--- config.mk ---
export PLATFORM = sky130hd
export DESIGN_NAME = nt_subckt_monitor
export DESIGN_NICKNAME = d
export VERILOG_FILES = /design/src/rtl/nt_subckt_monitor.sv
export SDC_FILE = /design/constraint.sdc
export NUM_CORES = 1
export LEC_CHECK = 0
export CORE_MARGIN = 8
export CORE_UTILIZATION = 30
export CTS_CLUSTER_SIZE = 24
export DETAILED_ROUTE_END_ITERATION = 7
export HOLD_SLACK_MARGIN = 0.02
export SLEW_MARGIN = 20
export SYNTH_ARGS = -nofsm -noshare
export SYNTH_HDL_FRONTEND = slang
export SYNTH_SLANG_ARGS = --single-unit
--- constraint.sdc ---
create_clock -name I1470 -period 1.7 [get_ports I1470]
set_clock_uncertainty 0.2 [all_clocks]
set_input_delay 0.34 -clock I1470 [delete_from_list [all_inputs] [get_ports I1470]]
set_output_delay 0.34 -clock I1470 [all_outputs]
set_load 0.02 [all_outputs]
--- src/rtl/nt_subckt_monitor.sv ---
// nt_subckt_monitor
//
// Per-channel monitor: a small registered boolean function over four staged
// input streams, followed by a consecutive-high counter that sets a sticky
// trigger flag once the function output has been high for THRESH sampled
// cycles in a row.
//
// Ports
//   I1470     clock, all state changes on its rising edge
//   I1477     synchronous active-high reset
//   en        advance enable; when low every register holds
//   in_a      per-channel data, routed through a DEPTH-long delay chain
//   in_b      per-channel data, staged twice (B, then M)
//   in_c      per-channel data, staged once
//   in_d      per-channel data, used unregistered by the output function
//   trig_clr  synchronous clear of counters and trigger flags
//   out       registered per-channel function result
//   trig      sticky per-channel trigger flags
//   any_trig  registered OR of the trigger flags

module nt_subckt_monitor #(
    parameter int unsigned CH     = 4,
    parameter int unsigned DEPTH  = 2,
    parameter int unsigned THRESH = 8,
    parameter int unsigned CNT_W  = 4
) (
    input  logic          I1470,
    input  logic          I1477,
    input  logic          en,
    input  logic [CH-1:0] in_a,
    input  logic [CH-1:0] in_b,
    input  logic [CH-1:0] in_c,
    input  logic [CH-1:0] in_d,
    input  logic          trig_clr,
    output logic [CH-1:0] out,
    output logic [CH-1:0] trig,
    output logic          any_trig
);

    // Reject parameter sets the counter cannot represent.
    if (((1 << CNT_W) - 1) < THRESH) begin : g_bad_cnt_w
        $error("nt_subckt_monitor: CNT_W too small for THRESH");
    end
    if (CH < 1 || DEPTH < 1 || THRESH < 1) begin : g_bad_params
        $error("nt_subckt_monitor: CH, DEPTH and THRESH must be >= 1");
    end

    localparam logic [CNT_W-1:0] CntHit = CNT_W'(THRESH - 1);
    localparam logic [CNT_W-1:0] CntMax = {CNT_W{1'b1}};

    // a_q[k] holds in_a delayed k+1 edges; a_q[DEPTH-1] is the tap.
    logic [DEPTH-1:0][CH-1:0] a_q, a_d;
    logic [CH-1:0]            b_q, b_d;
    logic [CH-1:0]            m_q, m_d;
    logic [CH-1:0]            c_q, c_d;
    logic [CH-1:0]            out_q, out_d;
    logic [CH-1:0]            trig_q, trig_d;
    logic                     any_q, any_d;
    logic [CH-1:0][CNT_W-1:0] cnt_q, cnt_d;
    logic [CH-1:0]            trig_set;

    always_comb begin
        a_d      = a_q;
        b_d      = b_q;
        m_d      = m_q;
        c_d      = c_q;
        out_d    = out_q;
        cnt_d    = cnt_q;
        trig_d   = trig_q;
        any_d    = any_q;
        trig_set = '0;

        if (en) begin
            a_d[0] = in_a;
            for (int k = 1; k < int'(DEPTH); k++) begin
                a_d[k] = a_q[k-1];
            end
            b_d = in_b;
            m_d = b_q;
            c_d = in_c;

            // NOR(~B, tap) reduces to B & ~tap.
            out_d = (b_q & ~a_q[DEPTH-1]) | (m_q & ~(c_q | in_d));

            // Counter and trigger look at the registered out, i.e. the value
            // sampled at this edge.
            for (int i = 0; i < int'(CH); i++) begin
                trig_set[i] = out_q[i] && (cnt_q[i] == CntHit);
                if (trig_clr || !out_q[i]) begin
                    cnt_d[i] = '0;
                end else if (cnt_q[i] != CntMax) begin
                    cnt_d[i] = cnt_q[i] + CNT_W'(1);
                end
            end

            // Clear wins over a simultaneous set.
            trig_d = trig_clr ? '0 : (trig_q | trig_set);
            any_d  = |trig_d;
        end
    end

    always_ff @(posedge I1470) begin
        if (I1477) begin
            a_q    <= '0;
            b_q    <= '0;
            m_q    <= '0;
            c_q    <= '0;
            out_q  <= '0;
            cnt_q  <= '0;
            trig_q <= '0;
            any_q  <= 1'b0;
        end else begin
            a_q    <= a_d;
            b_q    <= b_d;
            m_q    <= m_d;
            c_q    <= c_d;
            out_q  <= out_d;
            cnt_q  <= cnt_d;
            trig_q <= trig_d;
            any_q  <= any_d;
        end
    end

    assign out      = out_q;
    assign trig     = trig_q;
    assign any_trig = any_q;

endmodule

==> Yosys cells after proc, flatten, opt, wreduce, memory -nomap -nowiden <==
Cells that the tools add are included.
{ "classes": {"add_sub_neg": 4, "eq_ne": 8, "muxes": 9, "n_bitwise": 7, "reduce_logical": 21} }
{ "op_table": {"columns": ["operator", "count"], "rows": [
  ["$mux 4", 9],
  ["$add 4x1->4 const B", 4],
  ["$eq 4x3->1 const B", 4],
  ["$ne 4x4->1 const B", 4],
  ["$or 4x4->4", 3],
  ["$and 4x4->4", 2],
  ["$not 4->4", 2],
  ["$reduce_and 2->1", 4],
  ["$reduce_bool 2->1", 4],
  ["$logic_and 1x1->1", 4],
  ["$logic_not 1->1", 4],
  ["$logic_or 1x1->1", 4],
  ["$reduce_or 4->1", 1]
]} }
{ "word_totals": {"regBits": 45, "inputBits": 20, "out_inout_bits": 9} }

==> Longest topological paths before layout <==
Gate-level depths: netlist of run 1.
{ "logic_depth": {"depth_word": 5, "mapped_depth": 5, "mapped_depth_nobuf": 5} }

==> Worst setup path before layout of run 1 <==
No wires, ideal clock.
{ "synth_path": {"kind": "register to register", "startpoint": "register cnt_q[0] in the netlist's numbering", "endpoint": "register cnt_q[3] in the netlist's numbering", "setup_time_ps": 70, "t_arrival_ps": 1208, "required_ps": 1430, "slack_ps": 222, "stages_incl_launch_ff": 6, "period_less_slack_ps": 1478, "cell_sequence": "dfxtp_1 ha_1 nand3_1 o21ai_2 or3_1 a21oi_1"} }
{ "synth_via": {"elab_chain_cells": 3, "word_cells_on_any_way": 6, "classes_between": "1 x add/sub; 1 x eq/ne; 2 x mux; 2 x reduce/logical"} }
{ "synth_lines": {"columns": ["element", "line_no", "source"], "rows": [
  ["start: declaration", "59", "logic [CH-1:0][CNT_W-1:0] cnt_q, cnt_d;"],
  ["start signal: assignment", "118", "cnt_q <= cnt_d;"],
  ["$add 4x1->4 or $ne 4x4->1 (tied branches)", "92, 91", null],
  ["$mux 4 or $reduce_bool 2->1 (tied branches)", null, null],
  ["$mux 4 or $reduce_and 2->1 (tied branches)", null, null]
]} }
Parallel ways exist; a longest one is shown, timed or not. The select of a mux whose other input is x is not followed.
A chain may end at the register's enable or synchronous reset.

==> Worst setup path in the final report of run 1 <==
{ "layout_path": {"startpoint": "register trig_q[0] (netlist: trig[0])", "endpoint": "output trig[0]"} }
{ "layout_rtl": {"columns": ["element", "line_no", "source"], "rows": [
  ["start: declaration", "57", "logic [CH-1:0] trig_q, trig_d;"],
  ["start signal: assignment", "119", "trig_q <= trig_d;"],
  ["end: declaration", "36", "output logic [CH-1:0] trig,"]
]} }
No word-level cell between the ends.

==> results of run 1 <==
## per-stage QoR
step | util [%] | cells | worst slack (ns) | area (um^2) | hold slack, ns
after global placement | 38.5 | 330 | -0.355 | 2440 | 0.260
after CTS | 39.8 | 337 | 0.114 | 2520 | 0.279
after global routing | 40.0 | 337 | 0.00980 | 2540 | 0.316
final | 40.0 | 337 | 0.126 | 2540 | 0.277
after detailed placement | 38.5 | 330 | -0.390 | 2440 | 0.268
after floorplan | - | 219 | 0.222 | 1970 | 0.240
## Yosys cell counts (all sizes together)
library cell	number	share of area [%]
a211oi	9	3.4
a21o	1	0.38
a21oi	20	5.1
a31oi	1	0.32
a41oi	1	0.44
and2	1	0.32
buf	6	1.8
clkbuf	5	0.95
dfxtp	45	46
ha	4	2.5
inv	12	2.3
mux2i	23	12
nand2	10	1.9
nand2b	7	2.5
nand3	4	1.0
nand3b	1	0.38
nand4	1	0.32
nand4b	1	0.44
nor2	33	6.3
nor2b	3	0.95
nor3	1	0.25
nor3b	5	1.9
o211ai	4	1.5
o21ai	6	1.7
o21bai	2	0.76
o31ai	5	2.4
or3	6	1.9
xor2	2	0.89
## power by group
group          internal (mW)  switching [mW]  total, mW
Clock                  0.323           0.351      0.674
Combinational          0.128           0.113      0.241
Sequential              1.09          0.0197       1.11
Total                   1.54           0.484       2.02
## timing repair
item / in CTS / in global routing
hold endpoints to repair: 0 / 0
pin swaps: 0 / 2
resized for setup: 11 / 2
setup endpoints to repair: 16 / 6
setup buffers: 0 / 0
## metal layers
layer,up-vias,share of wire (%),track usage (%)
met2,24,45,14.6
met1,708,49,11.1
li1,845,-,-
met4,0,0.95,2.96
met3,5,5.5,3.13
met5,-,0,0
## sequential cells by signal, summed over array words and instances, names as in the netlist
name / cells
cnt_q: 16
a_q: 8
b_q: 4
c_q: 4
m_q: 4
out: 4
trig: 4
any_trig: 1
## logic make-up (layout without fill, tap and decap cells)
kind of cell | count (synthesis) | count (layout)
buffers and inverters | 23 | 64
adder cells (fa/ha/maj) | 4 | 4
AO/OA/AOI/OAI | 49 | 49
XOR/XNOR | 2 | 2
multiplexers | 23 | 23
flip-flops | 45 | 45
AND/OR/NAND/NOR | 73 | 73
## cell usage in the layout, fill, tap and decap left out, types with 2 or more instances in the layout
cell type and n:
nand2b_2 2, mux2i_1 23, o31ai_4 2, o21ai_0 4, dlygate4sd2_1 10, dfxtp_1 45
nor2b_1 3, clkbuf_8 6, buf_12 2, nand3_1 4, a21oi_1 20, a211oi_1 9
xor2_1 2, o21bai_1 2, ha_1 4, inv_1 12, nand2b_1 5, buf_4 15
or3_1 6, o211ai_1 4, nor3b_1 4, nor2_1 33, clkdlybuf4s50_1 17, nand2_1 10
o31ai_1 3
## area by class of cell
class	count	area, um^2	area share (%)
Inverter	12	45.0	1.77
Tap cell	77	96.3	3.79
Multi-Input combinational cell	151	995	39.2
Clock buffer	7	86.3	3.40
Sequential cell	45	901	35.5
Timing Repair Buffer	45	415	16.4
## final timing paths
kind / from / to / slack, ns
min reg2reg: cnt_q[1] / cnt_q[1] / 0.28
max: trig[0] / trig[0] / 0.13
min: cnt_q[1] / cnt_q[1] / 0.28
max reg2reg: cnt_q[0] / cnt_q[3] / 0.13
==> out/metrics.yaml, run 1 <==
crit_type: "reg -> out"
cts_made_buffers: 5
vias: 1582
ys_warn_count: 0
avgViaCountPerCell: 4.69
max-cap-violations: 0
syn2layout_area_growth_pct: 28.7
synth_nets: 243
rows: 29
fill_cells: 653
post_synth_num_cell_types: 33
portBuffers: 28
grt_overflow: 0
min_path_cells: 2
hold_viol_final: 0
yosysSeqAreaShare_pct: 45.7
grt.total_usage_pct: 9.12
worstPathRequired_ns: 1.16
status: "finished, final reports clean"
cts_sinks: 45
postSynthAreaPerCell_um2: 9.00
power.leakage_nw: 1.01
io_pins: 29
synth_mux_area_share_pct: 11.7
cts_tree: "built"
synthSimpleGateAreaFrac_pct: 18.1
cp-end-kind: "output pin"
synth_top_family_by_area: "simple AND/OR/NAND/NOR gates"
grt_pass1_wl_um: 7350
antenna_found_initial: 0
core_mm2: 0.00635
wire_per_inst_um: 12.2
period_needed_ns: 1.57
ir_worst_vdd_mv: 0.309
clkTransAtPathRegs_ns: 0.09
powerDensity_mw_per_mm2: 797
drc: 0
reg2reg_depth: 5
cp_slowest_cell: "dfxtp_1"
drtAntennaViolNets: 0
crit_arrival_ns: 1.03
max_stage_delay_ns: 0.38
finalSetupTns_ns: 0
first_iter_violations: 48
finalPower_mw: 2.02
crit_cells: 1
critPathLaunchType: "register"
tightestPinTransition_ns: 0.357
relSlewSlack_pct: 76.2
path_cells: "dlygate4sd2_1"
cpLargestDelayFamily: "flip-flops"
cts_buffer_depth: 2
die_h_um: 97.1
critical_path.max_fanout: 3
initial_core_util_pct: 31.1
synth_compound_area_share_pct: 16.1
setup_violations: 0
path_buf_inv: 1
grt_pass1_vias: 1591
routed_wl_um: 4120
maxClockFrequency_ghz: 0.635
h-tree-depth: 2
period_share_pct: 92.6
syn-instance-count: 219
synth-seq-cells: 45
antennaDiodeCount: 0
root_buffer: "clkbuf_8"
grt_max_degree: 17
rsz0062_at_grt: "false"
synth_xor_xnor_area_share_pct: 0.888
dp_hpwl_um: 3050
design.die.area_mm2: 0.00942
hold_class: "reg -> reg"
cts_hold_buf: 0
maxSlewViolCount: 0
insertion_delay_ns: 0.30
synthesis.area_mm2: 0.00197
synthAdderAreaFrac_pct: 2.54
drt_first_pass_iters: 4
die_x_um: 97.1
finalNetCount: 284
gp_congestion: 0.725
drive_gt1_share_pct: 11.5
No activity file was read; power rests on OpenSTA's default activity.
==> run 2: changes to the inputs <==
--- a/config.mk
+++ b/config.mk
@@ -6,10 +6,11 @@
 export NUM_CORES = 1
 export LEC_CHECK = 0
 export CORE_MARGIN = 8
-export CORE_UTILIZATION = 30
+export CORE_UTILIZATION = 53
 export CTS_CLUSTER_SIZE = 24
 export DETAILED_ROUTE_END_ITERATION = 7
 export HOLD_SLACK_MARGIN = 0.02
+export PLACE_DENSITY = 0.78
 export SLEW_MARGIN = 20
 export SYNTH_ARGS = -nofsm -noshare
 export SYNTH_HDL_FRONTEND = slang
==> run 2 against run 1 <==
Net effect: power shrank 2.4%; highest routed layer unchanged; register-to-register slack hardly changed; global-route usage up 4.5 points; largest cell class unchanged; hold slack improved by 0.010 ns; flip-flop and latch count unchanged; critical path depth grew 4; cell count is 8.3% lower; combinational power decreased by 3%.
==> out/metrics.yaml, run 2 (same netlist as run 1, synthesis figures left out) <==
clkTransAtPathRegs_ns: 0.08  # was 0.09 ns
critical_path.max_fanout: 6  # was 3
setup_ws_ns: 0.116  # was 0.126 ns
cts_tree: "built"  # unchanged
worstPathRequired_ns: 1.72  # was 1.16 ns
top_register: "cnt_q"  # unchanged
status: "finished, final reports clean"  # unchanged
reg.largest.list: "cnt_q: 16 flops, a_q: 8 flops"  # unchanged
grt_overflow: 0  # unchanged
powerDensity_mw_per_mm2: 798  # was 797 mW/mm^2
crit_type: "reg -> reg"  # was reg -> out
grt_pass1_wl_um: 6710  # was 7350 um
finish.utilization_pct: 68.6  # was 40.0%
relSlewSlack_pct: 79.7  # was 76.2%
drt_first_pass_iters: 4  # unchanged
wire_per_inst_um: 12.8  # was 12.2 um
gp_congestion: 0.826  # was 0.725
drc: 0  # unchanged
dp_hpwl_um: 2860  # was 3050 um
io_pins: 29  # unchanged
power.leakage_nw: 0.999  # was 1.01 nW
maxClockFrequency_ghz: 0.631  # was 0.635 GHz
dp_slack_ns: -0.343  # was -0.390 ns
grt_max_degree: 20  # was 17
finalPower_mw: 1.97  # was 2.02 mW
dp.cells: 301  # was 330
syn2layout_area_growth_pct: 25.4  # was 28.7%
drive_gt1_share_pct: 11.9  # was 11.5%
fill_cells: 305  # was 653
hold_viol_final: 0  # unchanged
vias: 1624  # was 1582
period_needed_ns: 1.58  # was 1.57 ns
largest_register_ffs: 16  # unchanged
initial_core_util_pct: 54.7  # was 31.1%
hold_class: "in -> reg"  # was reg -> reg
max-cap-violations: 0  # unchanged
cts_made_buffers: 5  # unchanged
dpl_cell_area_mm2: 0.00238  # was 0.00244 mm^2
fin_cells: 309  # was 337
cts_hold_buf: 0  # unchanged
portBuffers: 28  # unchanged
layout_common_cells: "dfxtp_1, nor2_1, mux2i_1"  # unchanged
h-tree-depth: 2  # unchanged
rows: 22  # was 29
tightestPinTransition_ns: 0.305  # was 0.357 ns
setup_violations: 0  # unchanged
die_x_um: 77.0  # was 97.1 um
finalNetCount: 284  # unchanged
drtAntennaViolNets: 0  # unchanged
root_buffer: "clkbuf_8"  # unchanged
cts_sinks: 45  # unchanged
design.die.area_mm2: 0.00593  # was 0.00942 mm^2
cts_buffer_depth: 2  # unchanged
core_mm2: 0.00361  # was 0.00635 mm^2
insertion_delay_ns: 0.29  # was 0.30 ns
avgViaCountPerCell: 5.26  # was 4.69
period_share_pct: 93.2  # was 92.6%
crit_arrival_ns: 1.61  # was 1.03 ns
rsz0062_at_grt: "false"  # unchanged
die_h_um: 77.0  # was 97.1 um
antennaDiodeCount: 0  # unchanged
fin_area_mm2: 0.00247  # was 0.00254 mm^2
grt.total_usage_pct: 13.7  # was 9.12%
final_common_cell: "dfxtp_1"  # unchanged
critPathLaunchType: "register"  # unchanged
antenna_found_initial: 0  # unchanged
ir_worst_vdd_mv: 0.489  # was 0.309 mV
routed_wl_um: 3940  # was 4120 um
grt_pass1_vias: 1510  # was 1591
first_iter_violations: 87  # was 48
cp-end-kind: "register"  # was output pin
maxSlewViolCount: 0  # unchanged
## run 2: worst paths after layout
check            from         to  slack, ns  depth (start not counted)
min                en  cnt_q[11]       0.29                          3
max          cnt_q[8]   cnt_q[9]       0.12                          5
max reg2reg  cnt_q[8]   cnt_q[9]       0.12                          5
min reg2reg  cnt_q[1]   cnt_q[1]       0.29                          2
## run 2: per-layer routing
layer | track usage [%] | wire length [um] | vias to the layer above
met3 | 4.66 | 189 | 7
li1 | - | - | 848
met4 | 5.66 | 61 | 0
met2 | 21.8 | 1730 | 30
met1 | 16.3 | 1960 | 739
met5 | 0 | 0 | -
## run 2: final cells by class
cell class	instances	area [um^2]	area share [%]
multi-input cells	151	995	40.2
flip-flops and latches	45	901	36.4
repair buffers	45	390	15.8
clock buffers	6	72.6	2.93
well taps	48	60.1	2.43
inverters	12	45.0	1.82
clock inverters	2	10.0	0.405
## run 2: repair_timing
action / CTS / global route
endpoints found under the setup margin: 15 / 1
pin swaps: 0 / 0
buffers inserted: 0 / 0
endpoints found under the hold margin: 0 / 0
gates cloned: 0 / 0
gates resized for setup: 12 / 2
## run 2: power breakdown
group / total [mW] / internal, mW / leakage (nW) / switching, mW
Combinational: 0.233 / 0.121 / 0.587 / 0.112
Sequential: 1.11 / 1.09 / 0.367 / 0.0192
Clock: 0.634 / 0.285 / 0.0450 / 0.348
## run 2: worst max-delay path: stages, from the launching register on
cell	delay (ns)
dfxtp_1	0.34
ha_1	0.22
nand2_1	0.16
o31ai_4	0.11
or3_1	0.33
a21oi_1	0.16
## run 2: through the flow
stage,setup TNS (ns),hold slack [ns]
after CTS,0,0.278
after floorplan,0,0.240
after detailed placement,-3.71,0.270
after global routing,0,0.298
final,0,0.288
after global placement,-3.23,0.259
==> RTL edit, RTL diff (config.mk and constraints of run 2) <==
Register the output `out` once more, without a reset; this adds one clock of latency there. The other outputs are not delayed to match. Comments in the files are not updated.
--- a/src/rtl/nt_subckt_monitor.sv
+++ b/src/rtl/nt_subckt_monitor.sv
@@ -122,5 +122,7 @@
     end
 
-    assign out      = out_q;
+    always_ff @(posedge I1470) begin
+        out <= out_q;
+    end
     assign trig     = trig_q;
     assign any_trig = any_q;
Check against the original RTL: not equivalent (Yosys sat finds a counterexample within 4 cycles, from zero or initial values).
==> RTL edit against run 2 <==
Area after synthesis up 5.1%. Setup slack got worse by 0.055 ns. Sequential cell count is 4 higher. Total power rose by 15%. Critical path depth is 1 higher. Design area is 4.9% higher. First-iteration DRC count fell by 29%. Routed wire length down 1.6%. Core utilization is 1.2 points higher. Combinational power down 6%. Sequential share of layout area is 1.4 points higher. Count of clock-buffer cells in the layout rose by 1.
==> RTL edit: results (changes against run 2) <==
worst r2r src cnt_q[12]; routed vias 1629 (+0.31%); fill cell count 312 (+2.3%); static leakage 1.07 nW (+6.8%); first-pass GRT wire length 6890 um (+2.7%); ranking of synthesized cells by area dfxtp_1 (47%), mux2i_1 (11%), nor2_1 (6.2%); Post-Place Cell Area 2470 um^2 (+3.8%); worst reg-to-reg setup slack 0.11 ns; layout cells sized above 1 12.2% (+0.29 points); hpwl dp 2870 um (+0.50%); CP Data Arrival Time 1.67 ns (+0.06 ns); GPL Wtd Cong 0.779 (-5.6%); r2r endpoint cnt_q[15]; Post-Place Setup Slack -0.253 ns (+0.0906 ns); post-synth net total 245 (+0.82%); DR iter-0 viols 62 (-29%); Worst R2R Path Depth 5 (unchanged); CP startpoint trig_clr; Detail Route met2 WL 1790 um (+3.1%); crit-path max FO 8 (+2); Nets 286 (+0.70%); Finished Layout Cells 311 (+0.65%); Worst-Margin Slew 0.400 ns (+0.0947 ns); Int Power 1.78 mW (+19%); Bufs on Longest Clock Path 2 (unchanged); Ant. Diodes 0 (unchanged); register area share after synthesis 47.3% (+1.7 points); Clock Pin Slew Worst Setup and Hold Paths 0.08 ns (about the same); CTS Buf Count 5 (unchanged); Post-Synthesis Cells 221 (+0.91%); Pwr per Cell Area 873 nW/um^2 (+9.5%); top flop regs cnt_q: 16 flops, a_q: 8 flops; CP Capture Point cnt_q[4]; setup ws final 0.0616 ns (-0.0546 ns); top cells by count, synth dfxtp_1 (49), nor2_1 (34), mux2i_1 (23), a21oi_1 (19), inv_1 (12); async set-reset flop share out of synthesis 0% (unchanged); antenna violations before repair 0 (unchanged); Comb pwr share 9.7% (-2.1 points); All-Layer GR Usage 13.4% (-0.26 points); DP Cell Count 303 (+0.66%); Largest Register cnt_q; Max IR drop VDD 708 uV (+45%); WL met3 181 um (-4.2%); largest net degree at the start of global routing 27 (+35%); Min-Delay Path Class flip-flop to flip-flop; Root Buffer clkbuf_8; Ys Warns 0 (unchanged); WL/cell 12.5 um (-2.2%); clock power share 36.7% (+4.6 points); Netlist cell types 32 (-3.0%); met1 WL 1850 um (-5.4%); status complete, no violations
==> RTL edit: cell type report <==
type	count	area (um^2)	share of cell area [%]
inverters	12	45.0	1.74
multi-input cells	149	1000	38.6
clock inverters	1	30.0	1.16
well taps	48	60.1	2.31
clock buffers	7	86.3	3.33
repair buffers	45	392	15.1
flip-flops and latches	49	981	37.8
==> RTL edit: repair_timing <==
item	in CTS	in global routing
resized for setup	9	3
endpoints found under the setup margin	9	5
endpoints found under the hold margin	0	0
==> RTL edit: critical path, cell delays in order <==
cell             delay, ns
clkdlybuf4s50_1       0.41
buf_4                 0.17
buf_4                 0.14
nand2b_1              0.14
or3_1                 0.35
a21oi_1               0.12
==> RTL edit: worst min-delay path by stage <==
| stage | cells past startpoint | slack (ns) | to | start |
|---|---|---|---|---|
| after floorplan | 0 | 0.16 | out[2] | out_q[2] |
| after global placement | 0 | 0.19 | out[1] | out_q[1] |
| after detailed placement | 0 | 0.19 | out[1] | out_q[1] |
| after CTS | 0 | 0.20 | out[1] | out_q[1] |
| after global routing | 0 | 0.22 | out[2] | out_q[2] |
| final | 0 | 0.20 | out[1] | out_q[1] |
==> RTL edit: routing by layer <==
layer / track usage [%] / up-vias
met5: 0 / -
met4: 5.00 / 0
met3: 5.01 / 6
met2: 22.0 / 23
met1: 15.5 / 749
li1: - / 851
==> RTL edit: logic make-up after synthesis <==
family	Yosys count	share of synthesized area, %
simple gates	72	17.6
flops	49	47.3
compound gates	45	14.2
buf+inv	23	5.19
mux	23	11.1
xor+xnor	5	2.11
fa+ha+maj	4	2.42
